$ cat config.mk
export PLATFORM = sky130hd
export DESIGN_NAME = frame_shift_buffer
export DESIGN_NICKNAME = d
export VERILOG_FILES = /design/src/rtl/frame_shift_buffer.sv
export SDC_FILE = /design/constraint.sdc
export NUM_CORES = 1
export LEC_CHECK = 0
export ABC_AREA = 1
export BUFFER_PORTS_ARGS = -buffer_cell sky130_fd_sc_hd__buf_2
export CORE_MARGIN = 2
export CORE_UTILIZATION = 45
export DETAILED_ROUTE_END_ITERATION = 10
export HOLD_SLACK_MARGIN = 0.02
export PLACE_DENSITY = 0.77
export REMOVE_ABC_BUFFERS = 1
export SYNTH_ARGS = -nofsm -noshare
export SYNTH_HDL_FRONTEND = slang
export SYNTH_SLANG_ARGS = --single-unit
$ cat constraint.sdc
create_clock -name clk -period 10.3 [get_ports clk]
set_input_delay 0 -clock clk [delete_from_list [all_inputs] [get_ports clk]]
set_output_delay 0 -clock clk [all_outputs]
set_load 0.01 [all_outputs]
$ cat src/rtl/frame_shift_buffer.sv
// Frame shift buffer: collects M words of N bits from a valid/ready stream into
// one M*N-bit frame. Supports shift direction, parallel load, clear and sliding-window mode.
module frame_shift_buffer #(
  parameter int M     = 4,
  parameter int N     = 32,
  parameter int SLIDE = 0,
  parameter int CW    = $clog2(M + 1)
) (
  input  logic             clk,
  input  logic             rst,
  input  logic             clr,
  input  logic             in_valid,
  output logic             in_ready,
  input  logic [N-1:0]     in_data,
  input  logic             dir,
  input  logic             load,
  input  logic [M*N-1:0]   load_data,
  output logic             out_valid,
  input  logic             out_ready,
  output logic [M*N-1:0]   out_data,
  output logic [CW-1:0]    count
);

  typedef enum logic [1:0] {FILL, FULL, PRIMED} state_t;

  localparam logic [CW-1:0] COUNT_FULL = CW'(M);
  localparam logic [CW-1:0] COUNT_LAST = CW'(M - 1);

  state_t state, next_state;
  logic accept, taken;
  logic [M*N-1:0] shifted;

  assign accept = in_valid & in_ready;
  assign taken  = out_valid & out_ready;

  // With a single word there is nothing to shift, so both directions just replace it.
  generate
    if (M == 1) begin : g_single
      assign shifted = in_data;
    end else begin : g_multi
      assign shifted = dir ? {out_data[(M-1)*N-1:0], in_data}
                           : {in_data, out_data[M*N-1:N]};
    end
  endgenerate

  always_ff @(posedge clk or posedge rst) begin
    if (rst) state <= FILL;
    else     state <= next_state;
  end

  always_comb begin
    next_state = state;
    case (state)
      FILL:   if (accept && count == COUNT_LAST) next_state = FULL;
      FULL: begin
        if (taken) begin
          if (SLIDE != 0)              next_state = in_valid ? FULL : PRIMED;
          else if (accept && M == 1)   next_state = FULL;
          else                         next_state = FILL;
        end
      end
      PRIMED: if (accept) next_state = FULL;
      default: next_state = FILL;
    endcase
    if (load) next_state = FULL;
    if (clr)  next_state = FILL;
  end

  always_comb begin
    out_valid = (state == FULL);
    in_ready  = 1'b0;
    case (state)
      FILL, PRIMED: in_ready = ~load;
      FULL:         in_ready = out_ready & ~load;
      default:      in_ready = 1'b0;
    endcase
  end

  // Stale words are deliberately left in place when a block frame is consumed.
  always_ff @(posedge clk or posedge rst) begin
    if (rst) begin
      out_data <= '0;
      count    <= '0;
    end else if (clr) begin
      out_data <= '0;
      count    <= '0;
    end else if (load) begin
      out_data <= load_data;
      count    <= COUNT_FULL;
    end else begin
      if (accept) out_data <= shifted;
      case (state)
        FILL: if (accept) count <= count + CW'(1);
        FULL: if (taken && SLIDE == 0) count <= accept ? CW'(1) : {CW{1'b0}};
        default: ;
      endcase
    end
  end

endmodule

==> impl_metrics.csv <==
group,metric,value,unit
clocking,cts.sinks,132,
timing,final.period_utilization,27.63,%
hold_path,hold_class,"in -> reg",
clocking,htree_levels,4,
setup_path,critPathArrivalTime,3190,ps
logic_synthesis,synth.area.top_cells,"dfrtp_1 37%, nand2_1 33%, nand3_1 15%",
route,routed_wl,30.33,mm
die,fp.dieH,144.0,µm
pwr,netSwitchingFraction,30.70,%
clocking,clk_path_buf_depth,2,
route,post-route-drc-count,0,
pwr,p_seq_share,37.4,%
cells_and_area,design_area,12480,µm²
grt,grt_pass1_vias,9976,
timing,whs,35.64,ps
timing,rsz0062_at_grt,"false",
setup_path,critPathLaunchType,"register",
place,placedInstanceArea,10190,µm²
route,wire_per_inst,14.25,µm
grt,grt_use_total,28.55,%
place,gp_congestion,0.8337,
timing,finClkSkew,8.255,ps
grt,antenna_found_initial,0,
pwr,p_leak,7.595,nW
timing,setup_ws,7454,ps
pwr,p_comb_share,24.8,%
logic_synthesis,yosys.area.top_type_share,37.43,%
clocking,cts_resized,0,
clocking,ctsRootBufferMaster,"clkbuf_16",
setup_path,worstPathRequired,10640,ps
timing,slew_violations,0,
route,drt_first_pass_iters,6,
grt,grt_pass1_wl,47.41,mm
route,detail-route-antenna-nets,0,
setup_path,crit_path_max_fanout,80,
pwr,internal_power,1.116,mW
clocking,clk-insertion-delay-late,420,ps
route,via_per_inst,5.056,
timing,final-setup-viol-count,0,
logic_synthesis,syn_area,8825,µm²
place,place_inst,1927,
logic_synthesis,synth_seq_cells,132,
timing,fin_tns_setup,0,ps
cells_and_area,fillers,1675,
logic_synthesis,synth_top_cell_by_area,"dfrtp_1",
clocking,cts_buffers,17,
setup_path,path_class,"reg -> reg",
route,dr.first_iter.drc_count,799,
job,drv_cap,0,
pwr,power.density,129.1,nW/µm²
route,vias,10760,
die,coreArea,19330,µm²
logic_synthesis,synth.avg_cell_area,6.069,µm²
timing,max_clock_freq,351.3,MHz
pwr,p_switching,494.6,µW
cells_and_area,final_cell_count_no_fill,2128,
die,rows,51,
die,start_util,45.64,%
place,portBuffers,299,
pwr,pwr-share-clk,37.8,%
cells_and_area,layout.nets,2021,
cells_and_area,n_antenna_cell,0,
clocking,cts_tree,"yes",
timing,fin_crit,2846,ps
cells_and_area,drive_gt1_share,18.41,%
die,dieArea,20750,µm²
logic_synthesis,postSynthCellCount,1454,
place,hpwlAfterDp,17.56,mm
logic_synthesis,yosys_warnings,0,
outcome,status,"completed",
grt,grt_max_degree,106,
place,pre_cts_slack,7220,ps
timing,hold_viol,0,
timing,relSlewSlack,19.63,%
cells_and_area,syn_to_final_growth,41.43,%
pwr,ir_drop,0.1096,mV
pwr,power,1.611,mW
die,io_pins,300,
clocking,post-cts-setup-buffers,0,
logic_synthesis,synth.yosys.seq_area_share,37.43,%
logic_synthesis,synth_cell_type_count,21,
setup_path,worstSetupEndpointType,"register",
timing,worstMarginPinSlew,1206,ps
grt,overflow,0,
die,die_w,144.0,µm
cells_and_area,fin_util,64.55,%
clocking,cts.clk_slew.worst_paths,60,ps
==> worst paths after layout <==
check,slack (ps),depth (start not counted),to,from
max in group asynchronous,8730,4,out_data[57]$_DFFE_PP0P_,rst
hold reg to reg,500,2,out_data[99]$_DFFE_PP0P_,out_data[99]$_DFFE_PP0P_
min in group asynchronous,200,3,out_data[12]$_DFFE_PP0P_,rst
hold / removal,40,7,out_data[112]$_DFFE_PP0P_,in_data[16]
setup reg to reg,7450,7,out_data[18]$_DFFE_PP0P_,state[0]$_DFFE_PP0P_
setup / recovery,7450,7,out_data[18]$_DFFE_PP0P_,state[0]$_DFFE_PP0P_
==> cell type report <==
class                      instances  area (µm²)  share of cell area (%)
timing repair buffer             478        3273                   26.23
inverter                         169       649.4                   5.203
clock buffer                      20       446.7                   3.579
clock inverter                    10       133.9                   1.073
tap                              265       331.6                   2.657
sequential                       132        3303                   26.47
multi-input combinational       1054        4343                   34.80
==> state kept, by name (all words and copies together) (netlist names) <==
register,count
state,1
count,3
out_data,128
==> layer usage <==
layer / track usage, % / up-vias / part of all wire [%]
li1: - / 5195 / -
met2: 46.49 / 568 / 48
met1: 35.38 / 4887 / 39
met3: 5.828 / 110 / 8.2
met4: 16.25 / 0 / 4.5
met5: 0 / - / 0
==> cell usage in the layout (no fill, tap or decap), types with 3 or more instances in the layout <==
cell type / Yosys / routed
inv_4: 0 / 4
clkinv_2: 0 / 4
inv_1: 167 / 164
nand2_1: 778 / 778
dlygate4sd3_1: 0 / 171
clkbuf_16: 0 / 17
bufinv_16: 0 / 3
nor2_1: 3 / 3
buf_4: 21 / 10
dfrtp_1: 132 / 132
nand3_1: 261 / 261
buf_2: 55 / 297
==> kinds of logic after synthesis <==
group / Yosys count / synth area share, %
AOI/OAI and AO/OA: 4 / 0.2269
and+or+nand+nor: 1048 / 48.65
adders and majority gates: 2 / 0.2835
buffers and inverters: 268 / 13.41
DFF: 132 / 37.43
==> timing repair <==
action,in CTS,in global routing
endpoints found under the setup margin,0,0
hold buffers,171,0
endpoints found under the hold margin,199,0
==> power groups by stage <==
stage,Combinational (mW),Clock (mW),Sequential [mW]
after floorplan,0.172,0,0.623
after global placement,0.328,0,0.610
after detailed placement,0.335,0,0.609
after CTS,0.394,0.616,0.601
after global routing,0.447,0.641,0.607
final,0.400,0.609,0.602
==> critical path: stages, from the launching register on <==
cell     delay (ps)
dfrtp_1         430
nand2_1         140
nand3_2         100
nand2_4         400
inv_4           620
buf_4           730
nand2_1         140
nand2_1         130
==> synth_stat cells <==
library cell,instances
nor3_1,1
clkbuf_4,2
nand4_1,1
nand2_2,1
nand2_1,778
nand3_2,1
a21oi_1,2
buf_4,21
clkbuf_1,15
ha_1,2
dfrtp_1,132
nor2_1,3
buf_1,3
o21ai_0,2
nand3b_1,1
inv_1,167
nand3_1,261
buf_6,3
inv_2,2
buf_2,55
nor2_8,1
Note: power is estimated with default switching activity, not from simulation.
